### config.mk
export PLATFORM = sky130hd
export DESIGN_NAME = ifetch
export DESIGN_NICKNAME = d
export VERILOG_FILES = /design/src/rtl/ifetch_pkg.sv /design/src/rtl/ifetch_fifo.sv /design/src/rtl/ifetch.sv
export SDC_FILE = /design/constraint.sdc
export NUM_CORES = 1
export LEC_CHECK = 0
export CORE_ASPECT_RATIO = 0.5
export CORE_UTILIZATION = 42
export CTS_BUF_LIST = sky130_fd_sc_hd__clkbuf_4
export DETAILED_ROUTE_END_ITERATION = 8
export MAX_ROUTING_LAYER = met4
export PLACE_DENSITY = 0.74
export SKIP_LAST_GASP = 1
export SYNTH_ARGS = -nofsm -noshare
export SYNTH_HDL_FRONTEND = slang
export SYNTH_SLANG_ARGS = --single-unit
### constraint.sdc
create_clock -name sysclk -period 2.7 [get_ports sysclk]
set_input_delay 0.54 -clock sysclk [delete_from_list [all_inputs] [get_ports sysclk]]
set_output_delay 0.54 -clock sysclk [all_outputs]
set_load 0.02 [all_outputs]
### src/rtl/ifetch_pkg.sv
`default_nettype none
// ============================================================================
// Module   : ifetch_pkg
// Purpose  : Shared definitions for the instruction fetch unit: instruction
//            width, fetch FSM state encoding and an alignment helper.
// Ports    : none (package)
// Revision : 1.0 - initial release
// ============================================================================
package ifetch_pkg;

  localparam int unsigned c_instr_w = 32;

  typedef enum logic [0:0] {
    ST_RUN   = 1'b0,
    ST_FAULT = 1'b1
  } fetch_state_e;

  function automatic logic is_word_aligned(input logic [c_instr_w-1:0] addr);
    return (addr[1:0] == 2'b00);
  endfunction

endpackage
`default_nettype wire

### src/rtl/ifetch_fifo.sv
`default_nettype none
// ============================================================================
// Module   : ifetch_fifo
// Purpose  : Small synchronous FIFO with flush. The head entry is read
//            straight from storage, so data pushed in cycle N is visible at
//            the head in cycle N+1 (no write-to-read bypass).
// Ports    : clk       - clock, all state on rising edge
//            rst_n     - asynchronous active-low reset (clears storage too)
//            flush     - empties the FIFO; wins over push and pop
//            push      - write push_data (ignored when full and not popping)
//            push_data - entry to write
//            pop       - discard head entry (ignored when empty)
//            head_data - oldest entry
//            empty     - no entries held
//            full      - DEPTH entries held
//            count     - number of entries held
// Revision : 1.0 - initial release
// ============================================================================
module ifetch_fifo #(
  parameter int unsigned WIDTH = 64,
  parameter int unsigned DEPTH = 2,
  localparam int unsigned CNT_W = $clog2(DEPTH + 1)
) (
  input  logic             clk,
  input  logic             rst_n,
  input  logic             flush,
  input  logic             push,
  input  logic [WIDTH-1:0] push_data,
  input  logic             pop,
  output logic [WIDTH-1:0] head_data,
  output logic             empty,
  output logic             full,
  output logic [CNT_W-1:0] count
);

  localparam int unsigned c_ptr_w = (DEPTH > 1) ? $clog2(DEPTH) : 1;

  logic [WIDTH-1:0]   r_mem [DEPTH];
  logic [c_ptr_w-1:0] r_rd_ptr;
  logic [c_ptr_w-1:0] r_wr_ptr;
  logic [CNT_W-1:0]   r_count;
  logic               w_do_push;
  logic               w_do_pop;

  // DEPTH need not be a power of two, so pointers wrap explicitly.
  function automatic logic [c_ptr_w-1:0] ptr_inc(input logic [c_ptr_w-1:0] p);
    return (p == c_ptr_w'(DEPTH - 1)) ? '0 : p + c_ptr_w'(1);
  endfunction

  assign empty     = (r_count == '0);
  assign full      = (r_count == CNT_W'(DEPTH));
  assign count     = r_count;
  assign head_data = r_mem[r_rd_ptr];

  assign w_do_pop  = pop && !empty;
  assign w_do_push = push && (!full || w_do_pop);

  always_ff @(posedge clk or negedge rst_n) begin
    if (!rst_n) begin
      r_rd_ptr <= '0;
      r_wr_ptr <= '0;
      r_count  <= '0;
      for (int i = 0; i < int'(DEPTH); i++) begin
        r_mem[i] <= '0;
      end
    end else if (flush) begin
      r_rd_ptr <= '0;
      r_wr_ptr <= '0;
      r_count  <= '0;
    end else begin
      if (w_do_push) begin
        r_mem[r_wr_ptr] <= push_data;
        r_wr_ptr        <= ptr_inc(r_wr_ptr);
      end
      if (w_do_pop) begin
        r_rd_ptr <= ptr_inc(r_rd_ptr);
      end
      case ({w_do_push, w_do_pop})
        2'b10:   r_count <= r_count + CNT_W'(1);
        2'b01:   r_count <= r_count - CNT_W'(1);
        default: r_count <= r_count;
      endcase
    end
  end

endmodule
`default_nettype wire

### src/rtl/ifetch.sv
`default_nettype none
// ============================================================================
// Module   : ifetch
// Purpose  : Instruction fetch unit sitting between control and instruction
//            memory. Issues sequential word fetches under a credit limit,
//            tracks in-flight requests, buffers responses with their PC and
//            hands them to control. A redirect flushes the buffer and drops
//            responses still in flight; a misaligned redirect target locks
//            the unit in FAULT until reset.
// Ports    : sysclk             - clock
//            nrst_in            - asynchronous active-low reset
//            imem_req_valid_out - fetch request valid
//            imem_req_ready_in  - memory accepts request
//            imem_req_addr_out  - word-aligned fetch address
//            imem_rsp_valid_in  - response valid (in request order)
//            imem_rsp_data_in   - fetched instruction word
//            instr_valid_out    - instruction available to control
//            instr_ready_in     - control consumes instruction
//            instr_out          - instruction word
//            instr_pc_out       - address of instr_out
//            redirect_in        - taken branch/jump: flush and refetch
//            redirect_pc_in     - new fetch address
//            fault_out          - misaligned redirect seen (sticky)
// Revision : 1.0 - initial release
// ============================================================================
module ifetch
  import ifetch_pkg::*;
#(
  parameter logic [31:0] RESET_PC = 32'h0000_0000,
  parameter int unsigned DEPTH    = 2
) (
  input  logic        sysclk,
  input  logic        nrst_in,
  output logic        imem_req_valid_out,
  input  logic        imem_req_ready_in,
  output logic [31:0] imem_req_addr_out,
  input  logic        imem_rsp_valid_in,
  input  logic [31:0] imem_rsp_data_in,
  output logic        instr_valid_out,
  input  logic        instr_ready_in,
  output logic [31:0] instr_out,
  output logic [31:0] instr_pc_out,
  input  logic        redirect_in,
  input  logic [31:0] redirect_pc_in,
  output logic        fault_out
);

  localparam int unsigned      c_cnt_w   = $clog2(DEPTH + 1);
  localparam int unsigned      c_entry_w = 2 * c_instr_w;
  localparam logic [c_cnt_w:0] c_credits = (c_cnt_w + 1)'(DEPTH);

  fetch_state_e         r_state;
  fetch_state_e         w_state_next;
  logic                 r_req_en;
  logic [c_instr_w-1:0] r_fetch_pc;
  logic [c_cnt_w-1:0]   r_outstanding;
  logic [c_cnt_w-1:0]   r_drop_count;

  logic                 w_in_run;
  logic                 w_req_fire;
  logic                 w_rsp_seen;
  logic                 w_rsp_keep;
  logic                 w_instr_fire;
  logic [c_cnt_w:0]     w_credit_used;
  logic [c_instr_w-1:0] w_rsp_pc;
  logic [c_entry_w-1:0] w_head_entry;
  logic                 w_instr_empty;
  logic                 w_instr_full;
  logic [c_cnt_w-1:0]   w_instr_count;
  logic                 w_pc_empty;
  logic                 w_pc_full;
  logic [c_cnt_w-1:0]   w_pc_count;
  logic                 w_unused_status;

  // --------------------------------------------------------------------------
  // Request side
  // --------------------------------------------------------------------------
  // Dropped-pending responses still count as outstanding, so the credit
  // check below also guarantees the buffer can never be pushed when full.
  assign w_credit_used     = {1'b0, r_outstanding} + {1'b0, w_instr_count};
  assign imem_req_addr_out = {r_fetch_pc[31:2], 2'b00};
  assign w_req_fire        = imem_req_valid_out && imem_req_ready_in;

  // A response only belongs to a live request when nothing is being dropped,
  // no redirect is flushing this cycle and the unit has not faulted.
  assign w_rsp_seen = imem_rsp_valid_in && (r_outstanding != '0);
  assign w_rsp_keep = w_rsp_seen && w_in_run && !redirect_in && (r_drop_count == '0);

  // --------------------------------------------------------------------------
  // FSM: state register and next-state/output logic
  // --------------------------------------------------------------------------
  always_ff @(posedge sysclk or negedge nrst_in) begin
    if (!nrst_in) begin
      r_state <= ST_RUN;
    end else begin
      r_state <= w_state_next;
    end
  end

  always_comb begin
    w_state_next       = r_state;
    w_in_run           = 1'b0;
    imem_req_valid_out = 1'b0;
    fault_out          = 1'b0;
    case (r_state)
      ST_RUN: begin
        w_in_run = 1'b1;
        // r_req_en keeps the request low while reset is asserted and rises
        // on the first clock edge after release.
        imem_req_valid_out = r_req_en && !redirect_in && (w_credit_used < c_credits);
        if (redirect_in && !is_word_aligned(redirect_pc_in)) begin
          w_state_next = ST_FAULT;
        end
      end
      ST_FAULT: begin
        fault_out = 1'b1;
      end
      default: begin
        w_state_next = ST_RUN;
      end
    endcase
  end

  // --------------------------------------------------------------------------
  // Fetch PC, in-flight and drop bookkeeping
  // --------------------------------------------------------------------------
  always_ff @(posedge sysclk or negedge nrst_in) begin
    if (!nrst_in) begin
      r_req_en      <= 1'b0;
      r_fetch_pc    <= RESET_PC;
      r_outstanding <= '0;
      r_drop_count  <= '0;
    end else begin
      r_req_en <= 1'b1;

      if (redirect_in && w_in_run) begin
        r_fetch_pc <= redirect_pc_in;
      end else if (w_req_fire) begin
        r_fetch_pc <= r_fetch_pc + 32'd4;
      end

      case ({w_req_fire, w_rsp_seen})
        2'b10:   r_outstanding <= r_outstanding + c_cnt_w'(1);
        2'b01:   r_outstanding <= r_outstanding - c_cnt_w'(1);
        default: r_outstanding <= r_outstanding;
      endcase

      // Everything in flight at a redirect is stale; a response arriving in
      // the redirect cycle itself is already discarded, so it is excluded.
      if (redirect_in) begin
        r_drop_count <= r_outstanding - c_cnt_w'(w_rsp_seen);
      end else if (w_rsp_seen && (r_drop_count != '0)) begin
        r_drop_count <= r_drop_count - c_cnt_w'(1);
      end
    end
  end

  // --------------------------------------------------------------------------
  // PC of each live request, pushed at accept and popped by its response
  // --------------------------------------------------------------------------
  ifetch_fifo #(
    .WIDTH (c_instr_w),
    .DEPTH (DEPTH)
  ) u_pc_fifo (
    .clk       (sysclk),
    .rst_n     (nrst_in),
    .flush     (redirect_in),
    .push      (w_req_fire),
    .push_data (imem_req_addr_out),
    .pop       (w_rsp_keep),
    .head_data (w_rsp_pc),
    .empty     (w_pc_empty),
    .full      (w_pc_full),
    .count     (w_pc_count)
  );

  // --------------------------------------------------------------------------
  // Delivered {pc, instr} buffer toward control
  // --------------------------------------------------------------------------
  assign w_instr_fire = instr_valid_out && instr_ready_in;

  ifetch_fifo #(
    .WIDTH (c_entry_w),
    .DEPTH (DEPTH)
  ) u_instr_fifo (
    .clk       (sysclk),
    .rst_n     (nrst_in),
    .flush     (redirect_in),
    .push      (w_rsp_keep),
    .push_data ({w_rsp_pc, imem_rsp_data_in}),
    .pop       (w_instr_fire),
    .head_data (w_head_entry),
    .empty     (w_instr_empty),
    .full      (w_instr_full),
    .count     (w_instr_count)
  );

  assign instr_valid_out = w_in_run && !w_instr_empty;
  assign instr_pc_out    = w_head_entry[c_entry_w-1:c_instr_w];
  assign instr_out       = w_head_entry[c_instr_w-1:0];

  assign w_unused_status = w_pc_empty ^ w_pc_full ^ w_instr_full ^ (^w_pc_count);

endmodule
`default_nettype wire
# Yosys cells after proc, flatten, opt, wreduce, memory -nomap -nowiden
# Index checks and enable logic that the tools add are counted.
# word_totals
regBits	238
elab_cells	130
romBits	0
input_bits	70
ram_bits	0
latchBits	0
mem_count	0
out_inout_bits	99
# op_classes
eq_ne	8
addsub	14
mux	38
n_mul	0
reduce_logical	43
shift	0
bitwise	5
div_mod_pow	0
magnitude_cmp	7
# op_table
cell	count
two-way mux 64 bit	4
two-way mux 32 bit	6
bitwise mux 128 bit	1
bitwise mux 64 bit	1
demux 64 bit (select 1 bit)	1
adder 32 x 3 -> 32 bit, second input constant	1
demux 32 bit (select 1 bit)	1
logical AND 1 bit	18
nonzero test 2 bit	9
two-way mux 1 bit	17
one-hot mux 2 bit (2 select lines)	3
equality test 2 bit, second input constant	5
greater-or-equal comparator 2 bit, second input constant	4
zero test 2 bit	4
two-way mux 2 bit	4
inverter 1 -> 2 bit	4
subtractor 2 x 1 -> 2 bit, second input constant	4
adder 2 x 1 -> 2 bit, second input constant	3
equality test 2 x 1 -> 1 bit, second input constant	3
zero test 1 bit	6
nonzero test 3 bit	2
adder 1 bit, second input constant	4
< comparator 2 x 1 -> 1 bit, second input constant	2
AND reduction 2 bit	2
other kinds (5)	6

# Longest topological paths before layout
# depth
depth_word	11
mapped_depth	9
ltp_nobuf	8

# Hierarchy
# A second synthesis with hierarchy kept.
# hier_totals
cells_unflattened	814
area_unflattened_um2	11270.8
# by_module_without_submodules
module	seq_area_each_um2	instances	area_each_um2	cells_each
ifetch_fifo at u_instr_fifo	3303.2	1	5914.4	365
ifetch_fifo at u_pc_fifo	1701.6	1	3126.7	196
ifetch	900.9	1	2229.6	253

# Least setup slack after synthesis
# OpenSTA, ideal clock, no wires.
# synth_path
kind	register to register
startpoint	register u_instr_fifo.r_count[0], in the netlist u_instr_fifo.count[0]
endpoint	register r_fetch_pc[18]
path_buffers	0
required_ns	2.574
period_less_slack_ns	2.873
path_stages_with_launch	8
arrival_time_ns	2.747
setup_slack_ns	-0.173
path_cell_list	dfrtp_1 -> and2_1 -> fa_1 -> or4_4 -> or4_4 -> or4_4 -> xor2_1 -> o21ai_2
# synth_between
elab_chain_cells	6
# synth_lines
item	line	rtl
start: declaration	ifetch_fifo.sv:41	logic [CNT_W-1:0] r_count;
start signal: assignment	ifetch_fifo.sv:79	2'b10: r_count <= r_count + CNT_W'(1);
start signal: assignment	ifetch_fifo.sv:80	2'b01: r_count <= r_count - CNT_W'(1);
start signal: assignment	ifetch_fifo.sv:81	default: r_count <= r_count;
adder 2 x 2 -> 3 bit	ifetch.sv:80	assign w_credit_used = {1'b0, r_outstanding} + {1'b0, w_instr_count};
< comparator 3 x 2 -> 1 bit	ifetch.sv:110	imem_req_valid_out = r_req_en && !redirect_in && (w_credit_used < c_credits);
logical AND 1 bit	ifetch.sv:110	
two-way mux 1 bit	ifetch.sv:105	case (r_state)
logical AND 1 bit	ifetch.sv:82	assign w_req_fire = imem_req_valid_out && imem_req_ready_in;
nonzero test 2 bit (no line)	--	
end signal: assignment	ifetch.sv:137	r_fetch_pc <= redirect_pc_in;
end signal: assignment	ifetch.sv:139	r_fetch_pc <= r_fetch_pc + 32'd4;
end: declaration	ifetch.sv:55	logic [c_instr_w-1:0] r_fetch_pc;
# Every way passes these cells.
# A chain may end at the register's enable or synchronous reset.

# Worst setup path in the final report
# Ends and elaborated chain as after synthesis.

==> impl_results.md <==
- Final Hold Vio Count: 0
- CP cell instances: and2_4 -> fa_2 -> or4_4 -> buf_6 -> or4_4 -> or4_4 -> xor2_2 -> o21ai_2
- DP Wirelength: 16,190 µm
- Final setup violation count: 34
- Hold Crit Class: in -> reg
- Initial antenna violation count: 1
- Failing checks: negative setup slack
- RSZ-0062 raised after global routing: yes
- TritonCTS clock tree: done
- Critical-path maximum fanout: 2
- Std-Cell Core Area: 23,370 µm²
- Min Hold Slack: 0.4143 ns
- Ports: 169
- Critical path required time: around 3.3 ns
- DRC violations left: 0
- WS Path Type: reg -> reg
- Wire per inst: 18.21 µm
- Fin crit share: 109.2%
- Family with the most delay on the worst path: simple AND/OR/NAND/NOR gates
- CP bufs+invs: 1
- Final setup skew: 0.04709 ns
- Final WL: about 26,000 µm
- Design Power: 7592 µW
- Row cnt: 39
- Unique cell type count in the Yosys netlist: 40
- Layout cell share with drive strength beyond 1: 36.78%
- Sequential element share of the synthesized area: 55.67%
- Final Max Slew Viols: 0
- Post-place setup slack: -0.1893 ns
- PD cells: 568.2 nW/µm²
- Ys flop type: dfrtp_1
- 1st-pass router iterations: 5
- Die width: 222.9 µm
- Synth Cell Area: 10,250 µm²
- Max Cap Viol: 0
- Fill cell count: 1,913
- FFs w/ async S/R, synth: 100.0%
- Crit-path max cell delay: 0.56 ns
- 1st-iter DRT viols: 406
- Post-layout min period: 2.949 ns
- Drt via density: 5.201
- GRT overflow: 0
- Clk pin slew, worst setup/hold paths: 0.08 ns
- Final net count: 1,150
- Via count: 7,386
- Final ANT Viol Nets: 0
- GP Congestion: 0.8488
- CTS buffer count: 52
- Vias in the first global route: 7,744
- Final core utilization: between 50% and 60%
- Die area: roughly 25,000 µm²
- Total negative setup slack: -2.435 ns
- Post-Syn Instances: 851
- Fmax: between 0.3 and 0.4 GHz
- Gr usage total: between 20% and 30%
- Synth Area per Inst: 12.04 µm²
- Global-route wire length before repair: 41,500 µm
- Die H: 112.5 µm
- Largest net degree at the start of global routing: 80
- P&R area growth vs syn: 30.39%
- Max_slew headroom: 57.60%
- Starting Density: 43.85%
- Crit start category: flip-flop
- Number of synthesized flops with an enable pin: 0
- Leakage Power: 0.006252 µW
- CTS max path bufs: 3
- Crit path DAT: about 3.5 ns
- Worst Tran Pin Value: 0.6361 ns
- Synth Warn #: 0
- Root buffer cell: clkbuf_4
- CTS H-Tree Depth: 2
- Most frequent cell on the critical path: or4_4
- Skew-Pair Late Insertion Delay: roughly 0.68 ns
- Synth Register Bits: around 230
- CP endpoint kind: flip-flop
- Status: finished with violations
- Sink Count: 228
- Final setup margin: -0.2489 ns
- Slowest CP cell: or4_4
- VDD IR max: 258.6 µV
- # port buffers: between 150 and 200
## where the power goes
part           internal, µW  switching (µW)  total (µW)  leakage [µW]
Combinational           519             522        1040       0.00275
Sequential             3590             238        3830       0.00310
Clock                  1350            1370        2730      0.000394
## path summary, 6_finish.rpt
kind / cells after the start / slack (ns) / from / endpoint
setup / recovery: 8 / -0.25 / u_instr_fifo.count[0] / r_fetch_pc[18]
hold / removal: 3 / 0.41 / redirect_pc_in[4] / r_fetch_pc[4]
setup reg to reg: 8 / -0.25 / u_instr_fifo.count[0] / r_fetch_pc[18]
hold reg to reg: 2 / 0.48 / u_instr_fifo.r_mem[38] / u_instr_fifo.r_mem[38]
max in group asynchronous: 3 / 1.48 / nrst_in / r_fetch_pc[18]
min in group asynchronous: 2 / 0.43 / nrst_in / r_fetch_pc[3]
## final cells by class
class	instances	area, µm²	share of cell area [%]
sequential	228	5707	42.71
multi-input combinational	563	4369	32.70
timing repair buffer	220	2217	16.59
clock buffer	81	608.1	4.551
tap	307	384.1	2.875
clock inverter	10	37.54	0.2809
inverter	10	37.54	0.2809
antenna	1	2.502	0.01873
## routing by layer
metal	global-route usage, %	routed length (µm)	up-vias
met5	-	0	-
li1	-	-	3452
met4	5.977	376	0
met3	4.476	1256	42
met2	33.10	12020	205
met1	29.73	12200	3687
## Yosys cell counts (5+ instances only)
master	number	area, µm²
mux2_2	186	2095
nand4_1	9	56.30
dfrtp_1	228	5705
xnor2_1	17	148.9
nand3_1	15	75.07
buf_2	9	45.04
nand2_1	73	274.0
nor3_1	13	65.06
clkbuf_1	25	93.84
mux2i_1	34	340.3
nor4_1	5	31.28
buf_1	11	41.29
inv_1	10	37.54
o21ai_0	62	310.3
nor2_1	50	187.7
xor2_1	18	157.7
buf_4	7	52.55
a21oi_1	37	185.2
## through the flow
| step | cell area (µm²) | instances |
|---|---|---|
| floorplan | 10270 | 854 |
| finish | 13360 | 1420 |
| global placement | 12420 | 1307 |
| detailed placement | 12420 | 1307 |
| CTS | 13350 | 1417 |
| global route | 13360 | 1420 |
## cells in the final DEF (no fill, tap or decap), types with 14 or more instances in the layout
cell,instances
dfrtp_1,227
clkbuf_4,81
clkdlybuf4s50_1,99
nand3_1,14
a21oi_1,37
o21ai_0,60
mux2i_1,34
mux2_2,179
buf_4,31
clkbuf_2,31
xor2_1,17
nor2_1,49
xnor2_1,17
nand2_1,73
buf_6,18
## flip-flops by register name, summed over array words and instances (netlist names)
register               cells
r_drop_count               2
r_fetch_pc                30
r_outstanding              2
r_req_en                   1
r_state                    1
u_instr_fifo.count         2
u_instr_fifo.r_mem       124
u_instr_fifo.r_rd_ptr      1
u_instr_fifo.r_wr_ptr      1
u_pc_fifo.count            2
u_pc_fifo.r_mem           60
u_pc_fifo.r_rd_ptr         1
u_pc_fifo.r_wr_ptr         1
## worst min-delay path, delay by kind of cell
kind	cells	cell delay (ns)
AO/OA/AOI/OAI	1	0.06
buffers and inverters	1	0.41
AND/OR/NAND/NOR	1	0.05
## kinds of logic after synthesis
family	share of synthesized area, %
xor+xnor	2.991
other cells	0.07328
fa+ha+maj	0.6837
buf+inv	2.747
mux	23.76
compound gates	5.433
flops	55.67
simple gates	8.643
## repair_timing
action	in CTS	in global routing
cloned	7	1
pin swaps	1	2
hold buffers	1	0
endpoints found under the setup margin	94	100
buffers inserted	11	3
gates resized for setup	182	100
endpoints found under the hold margin	76	0
(Power assumes the default switching activity.)
